$ cat config.mk
export PLATFORM = sky130hd
export DESIGN_NAME = dispatch_scheduler
export DESIGN_NICKNAME = d
export VERILOG_FILES = /design/src/rtl/dispatch_scheduler.sv
export SDC_FILE = /design/constraint.sdc
export NUM_CORES = 1
export LEC_CHECK = 0
export CAP_MARGIN = 20
export CORE_ASPECT_RATIO = 1.5
export CORE_MARGIN = 2
export CORE_UTILIZATION = 35
export CTS_CLUSTER_DIAMETER = 30
export CTS_CLUSTER_SIZE = 30
export DETAILED_ROUTE_END_ITERATION = 16
export GPL_ROUTABILITY_DRIVEN = 0
export PLACE_DENSITY = 0.66
export SYNTH_ARGS = -nofsm -noshare
export SYNTH_HDL_FRONTEND = slang
export SYNTH_SLANG_ARGS = --single-unit
$ cat constraint.sdc
create_clock -name clk -period 2.5 [get_ports clk]
set_clock_uncertainty 0.2 [all_clocks]
set_input_delay 0.5 -clock clk [delete_from_list [all_inputs] [get_ports clk]]
set_output_delay 0.5 -clock clk [all_outputs]
set_load 0.005 [all_outputs]
$ cat src/rtl/dispatch_scheduler.sv
// In-order dispatch from the IFQ head to the int / load-store / multiply issue queues,
// with branch-wait and local jump redirect. Define DISPATCH_STATS_EN for activity counters.
module dispatch_scheduler #(
    parameter int PC_W       = 32,
    parameter int BR_TIMEOUT = 255
) (
    input  logic            clk,
    input  logic            rst,
    input  logic            ifq_empty,
    input  logic [31:0]     ifq_inst,
    input  logic [PC_W-1:0] ifq_pc,
    output logic            ifq_rd_en,
    output logic            ifq_flush,
    input  logic [3:0]      dec_opcode,
    input  logic [4:0]      dec_shfamt,
    input  logic [31:0]     dec_imm,
    input  logic            dec_en_int,
    input  logic            dec_en_ls,
    input  logic            dec_en_mult,
    input  logic            dec_type_r,
    input  logic            dec_type_i,
    input  logic            dec_type_j,
    input  logic            dec_branch,
    input  logic            int_afull,
    input  logic            ls_afull,
    input  logic            mult_afull,
    output logic            int_wr_en,
    output logic            ls_wr_en,
    output logic            mult_wr_en,
    output logic [3:0]      disp_opcode,
    output logic [4:0]      disp_shfamt,
    output logic [31:0]     disp_imm,
    output logic [4:0]      disp_rs,
    output logic [4:0]      disp_rt,
    output logic [4:0]      disp_rd,
    output logic [PC_W-1:0] disp_pc,
    output logic            disp_type_r,
    output logic            disp_type_i,
    input  logic            br_resolve_valid,
    input  logic            br_taken,
    input  logic [PC_W-1:0] br_target,
    output logic            redirect_valid,
    output logic [PC_W-1:0] redirect_pc,
    output logic            err_invalid,
    output logic            err_br_timeout
`ifdef DISPATCH_STATS_EN
    ,
    output logic [31:0]     stat_dispatched,
    output logic [31:0]     stat_stall_full,
    output logic [31:0]     stat_stall_br
`endif
);

    typedef enum logic [1:0] {RUN, BR_WAIT, FLUSH} state_t;

    localparam logic [31:0] BR_TO    = 32'(BR_TIMEOUT);
    localparam bit          BR_TO_EN = (BR_TIMEOUT != 0);

    state_t          state_q, state_d;
    logic            int_wr_en_q, int_wr_en_d;
    logic            ls_wr_en_q, ls_wr_en_d;
    logic            mult_wr_en_q, mult_wr_en_d;
    logic [3:0]      disp_opcode_q, disp_opcode_d;
    logic [4:0]      disp_shfamt_q, disp_shfamt_d;
    logic [31:0]     disp_imm_q, disp_imm_d;
    logic [4:0]      disp_rs_q, disp_rs_d;
    logic [4:0]      disp_rt_q, disp_rt_d;
    logic [4:0]      disp_rd_q, disp_rd_d;
    logic [PC_W-1:0] disp_pc_q, disp_pc_d;
    logic            disp_type_r_q, disp_type_r_d;
    logic            disp_type_i_q, disp_type_i_d;
    logic            redirect_valid_q, redirect_valid_d;
    logic [PC_W-1:0] redirect_pc_q, redirect_pc_d;
    logic            ifq_flush_q, ifq_flush_d;
    logic            err_invalid_q, err_invalid_d;
    logic            err_br_timeout_q, err_br_timeout_d;
    logic [31:0]     br_cnt_q, br_cnt_d;

    logic            pop;
    logic            any_wr;
    logic [PC_W-1:0] jump_pc;
    logic            unused_inst_bits;

    assign unused_inst_bits = ^ifq_inst[31:26];

    always_comb begin
        state_d          = state_q;
        pop              = 1'b0;
        int_wr_en_d      = 1'b0;
        ls_wr_en_d       = 1'b0;
        mult_wr_en_d     = 1'b0;
        redirect_valid_d = 1'b0;
        redirect_pc_d    = redirect_pc_q;
        ifq_flush_d      = 1'b0;
        err_invalid_d    = 1'b0;
        err_br_timeout_d = 1'b0;
        br_cnt_d         = '0;

        // Jump target keeps the top nibble of PC+4 and replaces the low 28 bits.
        jump_pc       = ifq_pc + PC_W'(4);
        jump_pc[27:0] = {ifq_inst[25:0], 2'b00};

        case (state_q)
            RUN: begin
                if (!ifq_empty) begin
                    if (dec_type_j) begin
                        pop              = 1'b1;
                        redirect_valid_d = 1'b1;
                        redirect_pc_d    = jump_pc;
                        ifq_flush_d      = 1'b1;
                        state_d          = FLUSH;
                    end else if (dec_branch) begin
                        if (!int_afull) begin
                            pop         = 1'b1;
                            int_wr_en_d = 1'b1;
                            state_d     = BR_WAIT;
                        end
                    end else if (dec_en_int) begin
                        if (!int_afull) begin
                            pop         = 1'b1;
                            int_wr_en_d = 1'b1;
                        end
                    end else if (dec_en_ls) begin
                        if (!ls_afull) begin
                            pop        = 1'b1;
                            ls_wr_en_d = 1'b1;
                        end
                    end else if (dec_en_mult) begin
                        if (!mult_afull) begin
                            pop          = 1'b1;
                            mult_wr_en_d = 1'b1;
                        end
                    end else begin
                        pop           = 1'b1;
                        err_invalid_d = 1'b1;
                    end
                end
            end
            BR_WAIT: begin
                // Saturating count so the timeout pulse fires only once per wait.
                br_cnt_d = (br_cnt_q == BR_TO) ? br_cnt_q : br_cnt_q + 32'd1;
                if (BR_TO_EN && (br_cnt_q + 32'd1 == BR_TO)) begin
                    err_br_timeout_d = 1'b1;
                end
                if (br_resolve_valid) begin
                    if (br_taken) begin
                        redirect_valid_d = 1'b1;
                        redirect_pc_d    = br_target;
                        ifq_flush_d      = 1'b1;
                        state_d          = FLUSH;
                    end else begin
                        state_d = RUN;
                    end
                end
            end
            FLUSH: begin
                state_d = RUN;
            end
            default: begin
                state_d = RUN;
            end
        endcase

        any_wr        = int_wr_en_d | ls_wr_en_d | mult_wr_en_d;
        disp_opcode_d = any_wr ? dec_opcode     : disp_opcode_q;
        disp_shfamt_d = any_wr ? dec_shfamt     : disp_shfamt_q;
        disp_imm_d    = any_wr ? dec_imm        : disp_imm_q;
        disp_rs_d     = any_wr ? ifq_inst[25:21] : disp_rs_q;
        disp_rt_d     = any_wr ? ifq_inst[20:16] : disp_rt_q;
        disp_rd_d     = any_wr ? ifq_inst[15:11] : disp_rd_q;
        disp_pc_d     = any_wr ? ifq_pc         : disp_pc_q;
        disp_type_r_d = any_wr ? dec_type_r     : disp_type_r_q;
        disp_type_i_d = any_wr ? dec_type_i     : disp_type_i_q;
    end

    always_ff @(posedge clk) begin
        if (rst) begin
            state_q          <= RUN;
            int_wr_en_q      <= 1'b0;
            ls_wr_en_q       <= 1'b0;
            mult_wr_en_q     <= 1'b0;
            disp_opcode_q    <= '0;
            disp_shfamt_q    <= '0;
            disp_imm_q       <= '0;
            disp_rs_q        <= '0;
            disp_rt_q        <= '0;
            disp_rd_q        <= '0;
            disp_pc_q        <= '0;
            disp_type_r_q    <= 1'b0;
            disp_type_i_q    <= 1'b0;
            redirect_valid_q <= 1'b0;
            redirect_pc_q    <= '0;
            ifq_flush_q      <= 1'b0;
            err_invalid_q    <= 1'b0;
            err_br_timeout_q <= 1'b0;
            br_cnt_q         <= '0;
        end else begin
            state_q          <= state_d;
            int_wr_en_q      <= int_wr_en_d;
            ls_wr_en_q       <= ls_wr_en_d;
            mult_wr_en_q     <= mult_wr_en_d;
            disp_opcode_q    <= disp_opcode_d;
            disp_shfamt_q    <= disp_shfamt_d;
            disp_imm_q       <= disp_imm_d;
            disp_rs_q        <= disp_rs_d;
            disp_rt_q        <= disp_rt_d;
            disp_rd_q        <= disp_rd_d;
            disp_pc_q        <= disp_pc_d;
            disp_type_r_q    <= disp_type_r_d;
            disp_type_i_q    <= disp_type_i_d;
            redirect_valid_q <= redirect_valid_d;
            redirect_pc_q    <= redirect_pc_d;
            ifq_flush_q      <= ifq_flush_d;
            err_invalid_q    <= err_invalid_d;
            err_br_timeout_q <= err_br_timeout_d;
            br_cnt_q         <= br_cnt_d;
        end
    end

    assign ifq_rd_en      = pop;
    assign ifq_flush      = ifq_flush_q;
    assign int_wr_en      = int_wr_en_q;
    assign ls_wr_en       = ls_wr_en_q;
    assign mult_wr_en     = mult_wr_en_q;
    assign disp_opcode    = disp_opcode_q;
    assign disp_shfamt    = disp_shfamt_q;
    assign disp_imm       = disp_imm_q;
    assign disp_rs        = disp_rs_q;
    assign disp_rt        = disp_rt_q;
    assign disp_rd        = disp_rd_q;
    assign disp_pc        = disp_pc_q;
    assign disp_type_r    = disp_type_r_q;
    assign disp_type_i    = disp_type_i_q;
    assign redirect_valid = redirect_valid_q;
    assign redirect_pc    = redirect_pc_q;
    assign err_invalid    = err_invalid_q;
    assign err_br_timeout = err_br_timeout_q;

`ifdef DISPATCH_STATS_EN
    logic [31:0] stat_dispatched_q, stat_dispatched_d;
    logic [31:0] stat_stall_full_q, stat_stall_full_d;
    logic [31:0] stat_stall_br_q, stat_stall_br_d;

    always_comb begin
        stat_dispatched_d = stat_dispatched_q + {31'd0, any_wr};
        stat_stall_full_d = stat_stall_full_q
                          + {31'd0, (state_q == RUN) && !ifq_empty && !pop};
        stat_stall_br_d   = stat_stall_br_q + {31'd0, state_q == BR_WAIT};
    end

    always_ff @(posedge clk) begin
        if (rst) begin
            stat_dispatched_q <= '0;
            stat_stall_full_q <= '0;
            stat_stall_br_q   <= '0;
        end else begin
            stat_dispatched_q <= stat_dispatched_d;
            stat_stall_full_q <= stat_stall_full_d;
            stat_stall_br_q   <= stat_stall_br_d;
        end
    end

    assign stat_dispatched = stat_dispatched_q;
    assign stat_stall_full = stat_stall_full_q;
    assign stat_stall_br   = stat_stall_br_q;
`endif

endmodule

Word-level counts from Yosys, hierarchy flattened
Index checks and enable logic that the tools add are counted.
{"block": "classes", "reduce_logical": 6, "n_mux": 47, "addsub": 2, "bitwise_logic": 4, "eq_ne": 9}
{"operator": "$mux 32", "n": 4}
{"operator": "$eq 32x8->1 const B", "n": 2}
{"operator": "$pmux 32 s2", "n": 1}
{"operator": "$mux 1", "n": 34}
{"operator": "$add 32x1->32 const B", "n": 1}
{"operator": "$add 32x3->32 const B", "n": 1}
{"operator": "$mux 2", "n": 6}
{"operator": "$ne 2x2->1 const B", "n": 4}
{"operator": "$reduce_or 7->1", "n": 1}
{"operator": "$ne 3x3->1 const B", "n": 2}
{"operator": "$reduce_and 5->1", "n": 1}
{"operator": "$pmux 2 s2", "n": 1}
{"operator": "$reduce_and 4->1", "n": 1}
{"operator": "$eq 2x1->1 const B", "n": 1}
{"operator": "$logic_not 2->1", "n": 1}
{"operator": "$not 1->1", "n": 2}
{"operator": "$or 1x1->1", "n": 2}
{"operator": "$pmux 1 s2", "n": 1}
{"operator": "$reduce_bool 2->1", "n": 1}
{"operator": "$reduce_or 2->1", "n": 1}
{"block": "word_totals", "ff_bits": 162, "out_inout_bits": 130, "elab_cells": 86, "input_bits": 152}

Longest topological paths before layout
Gate-level depths: netlist of the first run.
{"block": "depth", "word_depth": 9, "depth_mapped": 9, "ltp_nobuf": 7}

Least setup slack after synthesis of the first run
Ideal clock, no wire load.
{"block": "synth_timing", "path_kind": "reg-to-reg", "start": "reg br_cnt_q[0]", "end": "reg err_br_timeout_q, in the netlist err_br_timeout", "slack_ns": -0.171, "path_stages_with_launch": 9, "path_buffers": 1, "period_less_slack_ns": 2.671, "arrival_time_ns": 2.383, "setup_ns": 0.088, "t_required_ns": 2.212, "path_cell_list": "dfxtp_1 ha_1 nand3_2 or4_1 buf_2 nor3_1 xnor2_1 nand4_1 nor4_2"}
{"block": "synth_between", "elab_chain_len": 3}
{"item": "start, declared", "line": "77", "rtl": "logic [31:0] br_cnt_q, br_cnt_d;"}
{"item": "start signal, assigned", "line": "216", "rtl": "br_cnt_q <= br_cnt_d;"}
{"item": "$add 32x1->32", "line": "142", "rtl": "if (BR_TO_EN && (br_cnt_q + 32'd1 == BR_TO)) begin"}
{"item": "$eq 32x8->1", "line": "142"}
{"item": "$mux 1", "line": "142"}
{"item": "end signal, assigned", "line": "215", "rtl": "err_br_timeout_q <= err_br_timeout_d;"}
{"item": "end, declared", "line": "76", "rtl": "logic err_br_timeout_q, err_br_timeout_d;"}
Every way passes these cells.
A chain may end at the register's enable or synchronous reset.

Worst setup path after layout of the first run
Ends and elaborated chain as after synthesis.

==> key figures, run 1 <==
Power
  • Final Power: 6.087 mW
  • Max IR drop VDD: 0.0004458 V
  • PwrDens: 562.6 nW/µm²
  • Leakage power: 3.717 nW

Run status
  • Status: finished, final reports clean

Synth
  • Syn nets: 983
  • Mean Syn Cell Area: 8.135 µm²
  • Yosys warnings: 0
  • Sequential area share after synthesis: 48.09%
  • Main synth FF type: dfxtp_1
  • Count of flip-flops with a built-in enable after synthesis: 0
  • Synth Instances: 829
  • Synthesis-stage register bit count: 162
  • Share of flip-flops with an asynchronous set or reset: 0%
  • Yosys cell types: 51
  • Synthesized area: 6744 µm²

Timing
  • Setup TNS: 0 ns
  • Highest Clock Rate: 414.7 MHz
  • Setup ws final: 0.08875 ns
  • Setup Viol. Count Final: 0
  • RSZ-0062 raised after global routing: no
  • Crit path time final: 2.411 ns
  • Worst-Margin Slew: 0.8031 ns
  • Tcrit/Tclk final: 96.45%
  • Final Max Tran Viols: 0
  • Rel. slew slack: 46.46%
  • Hold Vio Cnt, Final: 0
  • Hold WS: 0.2526 ns

Global route
  • Antenna violations before repair: 0
  • First-pass GRT wire length: 35180 µm
  • GRT overflow: 0
  • GRT Resource Usage Total: 21.75%
  • Largest net degree at the start of global routing: 73
  • Number of global-route vias before repair: 6586

Setup path
  • R2R Path Start: br_cnt_q[0]$_SDFFE_PP0P_
  • Worst Setup End Kind: flip-flop
  • Worst setup SP type: flip-flop
  • Setup CP Type: reg2reg
  • Required @ worst endpoint: 2.64 ns
  • CP startpoint: br_cnt_q[0]$_SDFFE_PP0P_
  • CP Max Fanout: 10
  • Crit path DAT: 2.55 ns

Routing
  • Vias: 6722
  • Final Routed Wirelength: 22280 µm
  • Antenna viol nets, final: 0
  • Drt pass-1 iters: 4
  • Post-DR wirelength/cell: 16.02 µm
  • 1st-iter DRT viols: 316
  • Drt drc: 0
  • Vias/cell: 4.832

Clock tree
  • Clock transition at path regs: 0.06 ns
  • CTS tree: yes
  • Clk root buf: clkbuf_16
  • H-Tree Depth: 4
  • CTS Buf Count: 17
  • Hold buffers post-CTS: 0
  • CTS Sinks: 162
  • Largest buffer count on any clock path: 2
  • Worst-Skew Late Latency: 0.42 ns

Place
  • Post-DP HPWL: 16640 µm
  • Worst slack, placed: -0.4371 ns
  • Area after DPL: 10190 µm²
  • Port Buf Inserts: 275

Worst hold path
  • Hold Crit Class: reg2reg
  • Hold Startpoint: disp_opcode[1]$_SDFFE_PP0P_

Cells and area
  • Filler cell count: 1737
  • Share of cells above drive strength 1: 10.48%
  • N_diodes: 0
  • Area Growth Syn to Fin: 60.45%
  • Final std cell area, no fill: 10820 µm²
  • Final nets: 1277

Floorplan
  • Die height: 174.0 µm
  • Starting Density: 35.48%
  • Core Box Area: 19010 µm²
  • Die width: 117.3 µm
  • Io pins: 282
  • Die footprint: 20420 µm²
  • Num rows: 62

Run
  • Max_cap viols: 0
registers in the layout (all words and copies together), names as in the netlist, 2 cells and up:
| signal | count |
|---|---|
| disp_rd | 5 |
| state_q | 2 |
| disp_pc | 32 |
| redirect_pc | 32 |
| disp_opcode | 4 |
| disp_imm | 32 |
| disp_rs | 5 |
| disp_rt | 5 |
| br_cnt_q | 32 |
| disp_shfamt | 5 |
cells in the mapped netlist, drive strengths merged, types with 3 or more instances:
| cell | count | area (µm²) |
|---|---|---|
| nand2 | 202 | 758.2 |
| dfxtp | 162 | 3243 |
| a21oi | 109 | 545.5 |
| nor2 | 66 | 250.2 |
| clkbuf | 48 | 181.4 |
| a211oi | 28 | 210.2 |
| mux2i | 27 | 270.3 |
| nand3 | 25 | 130.1 |
| xnor2 | 20 | 175.2 |
| nand4 | 19 | 118.9 |
| xor2 | 19 | 166.4 |
| nor4 | 15 | 100.1 |
| buf | 14 | 65.06 |
| nand2b | 8 | 50.05 |
| nor3 | 8 | 40.04 |
| and3 | 5 | 31.28 |
| and4 | 4 | 35.03 |
| inv | 4 | 15.01 |
| o21ai | 4 | 20.02 |
| or3 | 4 | 25.02 |
| nor4b | 3 | 26.28 |
| o211ai | 3 | 22.52 |
| o31ai | 3 | 22.52 |
cells by family after synthesis:
logic type	Yosys count	synth area share (%)
buffers and inverters	66	3.877
xor gates and xnor gates	39	5.065
and+or+nand+nor	372	24.71
AOI/OAI and AO/OA	160	13.71
muxes	28	4.174
DFF	162	48.09
adders and majority gates	2	0.3710
metrics by stage:
stage	cells	util [%]
2_1_floorplan	829	-
5_1_grt	1391	56.93
3_3_place_gp	1360	53.62
3_5_place_dp	1360	53.62
4_1_cts	1391	56.81
6_report	1391	56.93
layer usage:
metal	wire [µm]	up-vias	GRT usage, %
met4	387	0	6.727
li1	-	3423	-
met3	2327	24	9.088
met1	8696	3065	25.39
met2	10870	210	36.31
met5	0	-	0
timing repair:
action,in CTS,in global routing
resized for setup,17,6
setup buffers,0,0
setup endpoints to repair,2,3
pin swaps,6,3
path summary, 6_finish.rpt:
| path | end | slack [ns] | depth (start not counted) |
|---|---|---|---|
| max reg2reg | err_br_timeout$_SDFF_PP0_ | 0.09 | 8 |
| min | disp_opcode[1]$_SDFFE_PP0P_ | 0.25 | 2 |
| max | err_br_timeout$_SDFF_PP0_ | 0.09 | 8 |
| min reg2reg | disp_opcode[1]$_SDFFE_PP0P_ | 0.25 | 2 |
worst max-delay path, cell delays in order, from the launching register on:
cell and delay (ns):
dfxtp_2 0.35, ha_4 0.15, nand3_2 0.08, or4_4 0.55, buf_4 0.20, nor3_4 0.21, xnor2_1 0.18, nand4_1 0.15
nor4_2 0.27
power breakdown:
part / internal, mW / switching [mW] / leakage [nW]
sequential: 2.67 / 0.0485 / 1.32
combinational: 0.469 / 0.307 / 2.12
clock: 1.49 / 1.11 / 0.279
final cells by class:
| type | instances | area (µm²) | share of cell area (%) |
|---|---|---|---|
| clock buffers | 18 | 429.2 | 3.966 |
| multi-input cells | 601 | 3356 | 31.01 |
| clock inverters | 13 | 150.1 | 1.388 |
| repair buffers | 337 | 3304 | 30.54 |
| inverters | 4 | 15.01 | 0.1388 |
| well taps | 256 | 320.3 | 2.960 |
| flip-flops and latches | 162 | 3246 | 30.00 |
cells in the final DEF (no fill, tap or decap), types with 3 or more instances in the layout:
master	count
nand2b_1	7
mux2i_1	27
nand3_1	23
buf_4	55
clkbuf_16	17
o21ai_0	4
xnor2_1	20
dfxtp_1	160
nor4_1	13
dlygate4sd2_1	5
buf_12	8
o31ai_1	3
o211ai_1	3
xor2_1	19
inv_6	6
a211oi_1	26
nor4b_1	3
nand4_1	19
nor3_1	7
or3_1	3
nor2_1	64
a21oi_1	108
and3_1	4
nand2_1	201
and4_1	4
inv_1	4
clkdlybuf4s50_1	268
No activity file was read; power rests on OpenSTA's default activity.
==> run 2, diff against run 1 <==
Settings changed: PLACE_DENSITY 0.66 to 0.64.
Clock period 2.5 ns to 2.9 ns, I/O delays scaled along.
==> run 2 against run 1 <==
Against the previous run:
- sequential power shrank 14%
- critical path type unchanged
- wire length rose by 2.3%
- critical path depth down 1
- cell area down 1.4%
- highest routed layer unchanged
==> key figures, run 2 (synthesis results as in run 1) <==
Floorplan
  • Io pins: 282
  • Core Box Area: 19010 µm²
  • Die height: 174.0 µm
  • Num rows: 62
  • Starting Density: 35.48%
  • Die width: 117.3 µm
  • Die footprint: 20420 µm²

Setup path
  • Slowest Stage Delay on Critical Path: 0.57 ns
  • Crit path max-delay family: compound AO/OA/AOI/OAI gates
  • Reg2reg end: err_br_timeout$_SDFF_PP0_
  • Worst R2R Setup Slack: 0.15 ns
  • Worst setup path endpoint: err_br_timeout$_SDFF_PP0_
  • Setup CP Type: reg2reg
  • Crit path DAT: 2.89 ns
  • R2R Path Start: br_cnt_q[0]$_SDFFE_PP0P_
  • Critical path's slowest cell: a2111oi_1
  • Total stage count of the critical path: 7
  • CP bufs+invs: 1
  • Required @ worst endpoint: 3.04 ns
  • Worst Setup End Kind: flip-flop
  • CP startpoint: br_cnt_q[0]$_SDFFE_PP0P_
  • CP Max Fanout: 3
  • Worst setup SP type: flip-flop
  • Critical-path cell list: ha_1 -> buf_4 -> xnor2_1 -> or4b_1 -> a2111oi_1 -> o2111ai_1 -> nor4_2
  • Worst r2r path cells: 7

Timing
  • Setup ws final: 0.1502 ns
  • RSZ-0062 raised after global routing: no
  • Highest Clock Rate: 363.7 MHz
  • Crit path time final: 2.750 ns
  • Tcrit/Tclk final: 94.82%
  • Hold Vio Cnt, Final: 0
  • Setup TNS: 0 ns
  • Setup Viol. Count Final: 0
  • Worst-Margin Slew: 0.7200 ns
  • Rel. slew slack: 52.00%
  • Final Max Tran Viols: 0

Place
  • Post-DP HPWL: 16910 µm
  • Placed Cells: 1334
  • Worst slack, placed: 0.03409 ns
  • Port Buf Inserts: 275

Clock tree
  • Clock transition at path regs: 0.07 ns
  • CTS Buf Count: 17
  • CTS Sinks: 162
  • Worst-Skew Late Latency: 0.42 ns
  • H-Tree Depth: 4
  • Hold buffers post-CTS: 0
  • # resized after CTS: 0
  • Postcts setup bufs: 0
  • CTS tree: yes
  • Largest buffer count on any clock path: 2
  • Clk root buf: clkbuf_16

Global route
  • GRT overflow: 0
  • Antenna violations before repair: 1
  • Number of global-route vias before repair: 6628
  • GR peak layer: met2
  • Largest net degree at the start of global routing: 66
  • First-pass GRT wire length: 35480 µm
  • Met1 usage: 22.99%
  • Met3 Use GR: 10.01%
  • GRT Resource Usage Total: 22.15%
  • Global-route track usage on met2: 39.67%

Routing
  • Vias: 6708
  • Drt pass-1 iters: 4
  • Post-DR wirelength/cell: 16.69 µm
  • 1st-iter DRT viols: 334
  • Vias/cell: 4.911
  • Final Routed Wirelength: 22790 µm
  • Drt drc: 0
  • Antenna viol nets, final: 0

Cells and area
  • Commonest cells after routing, fill and taps aside: clkdlybuf4s50_1, nand2_1, dfxtp_1
  • Final std cells w/o fill: 1366
  • Area Growth Syn to Fin: 58.13%
  • Sequential cell area: 3243 µm²
  • Final nets: 1251
  • Commonest non-fill, non-tap cell in the layout: clkdlybuf4s50_1
  • Share of cells above drive strength 1: 7.033%
  • Multi-input gate area in the final layout: 3273 µm²
  • Filler cell count: 1722

Power
  • Register share of total power: 42.1%
  • Combinational share of power: 11.8%
  • Leakage power: 3.617 nW
  • Pint: 4.330 mW
  • Max IR drop VDD: 0.0003221 V
  • Switching power: 1.237 mW
  • Clock share of power: 46.1%
  • PwrDens: 522.0 nW/µm²
  • Switching part of the total: 22.22%

Worst hold path
  • Hold Crit Class: reg2reg

Run status
  • Status: finished, final reports clean

Run
  • Max_cap viols: 0
-- run 2: worst min-delay path by stage --
stage          slack [ns]                           end                         start  depth (start not counted)
2_1_floorplan        0.25   redirect_pc[0]$_SDFFE_PP0P_   redirect_pc[0]$_SDFFE_PP0P_                          2
3_3_place_gp         0.24  redirect_pc[28]$_SDFFE_PP0P_  redirect_pc[28]$_SDFFE_PP0P_                          2
3_5_place_dp         0.25      disp_imm[5]$_SDFFE_PP0P_      disp_imm[5]$_SDFFE_PP0P_                          2
4_1_cts              0.25   redirect_pc[0]$_SDFFE_PP0P_   redirect_pc[0]$_SDFFE_PP0P_                          2
5_1_grt              0.27      disp_imm[3]$_SDFFE_PP0P_      disp_imm[3]$_SDFFE_PP0P_                          2
6_report             0.25   redirect_pc[0]$_SDFFE_PP0P_   redirect_pc[0]$_SDFFE_PP0P_                          2
-- run 2: power by group through the flow --
stage	registers (mW)	logic, mW	clock network [mW]
5_1_grt	2.35	0.712	2.70
3_3_place_gp	2.39	0.662	0
2_1_floorplan	2.40	0.192	0
6_report	2.34	0.659	2.56
3_5_place_dp	2.39	0.663	0
4_1_cts	2.34	0.668	2.61
-- run 2: layer usage --
metal,wire (µm),vias up
met5,0,-
met4,439,0
met3,2269,30
met2,11750,213
met1,8333,3089
li1,-,3376
-- run 2: final cells by class --
| class | instances | share of cell area (%) |
|---|---|---|
| inverter | 4 | 0.1408 |
| tap | 256 | 3.004 |
| clock inverter | 10 | 1.819 |
| antenna | 1 | 0.02347 |
| clock buffer | 21 | 4.505 |
| multi-input combinational | 601 | 30.69 |
| timing repair buffer | 311 | 29.40 |
| sequential | 162 | 30.41 |
-- run 2: metrics by stage --
step | instance area [µm²] | total power, mW | hold slack, ns | util, %
3_5_place_dp | 9983 | 3.057 | 0.2457 | 52.53
5_1_grt | 10660 | 5.764 | 0.2715 | 56.10
6_report | 10660 | 5.567 | 0.2506 | 56.11
2_1_floorplan | 6744 | 2.590 | 0.2483 | -
3_3_place_gp | 9983 | 3.051 | 0.2377 | 52.53
4_1_cts | 10660 | 5.626 | 0.2524 | 56.08
-- run 2: worst reg2reg max path, cell delays in order (launching register included) --
cell	delay [ns]
dfxtp_1	0.31
ha_1	0.22
buf_4	0.15
xnor2_1	0.13
or4b_1	0.51
a2111oi_1	0.57
o2111ai_1	0.29
nor4_2	0.29
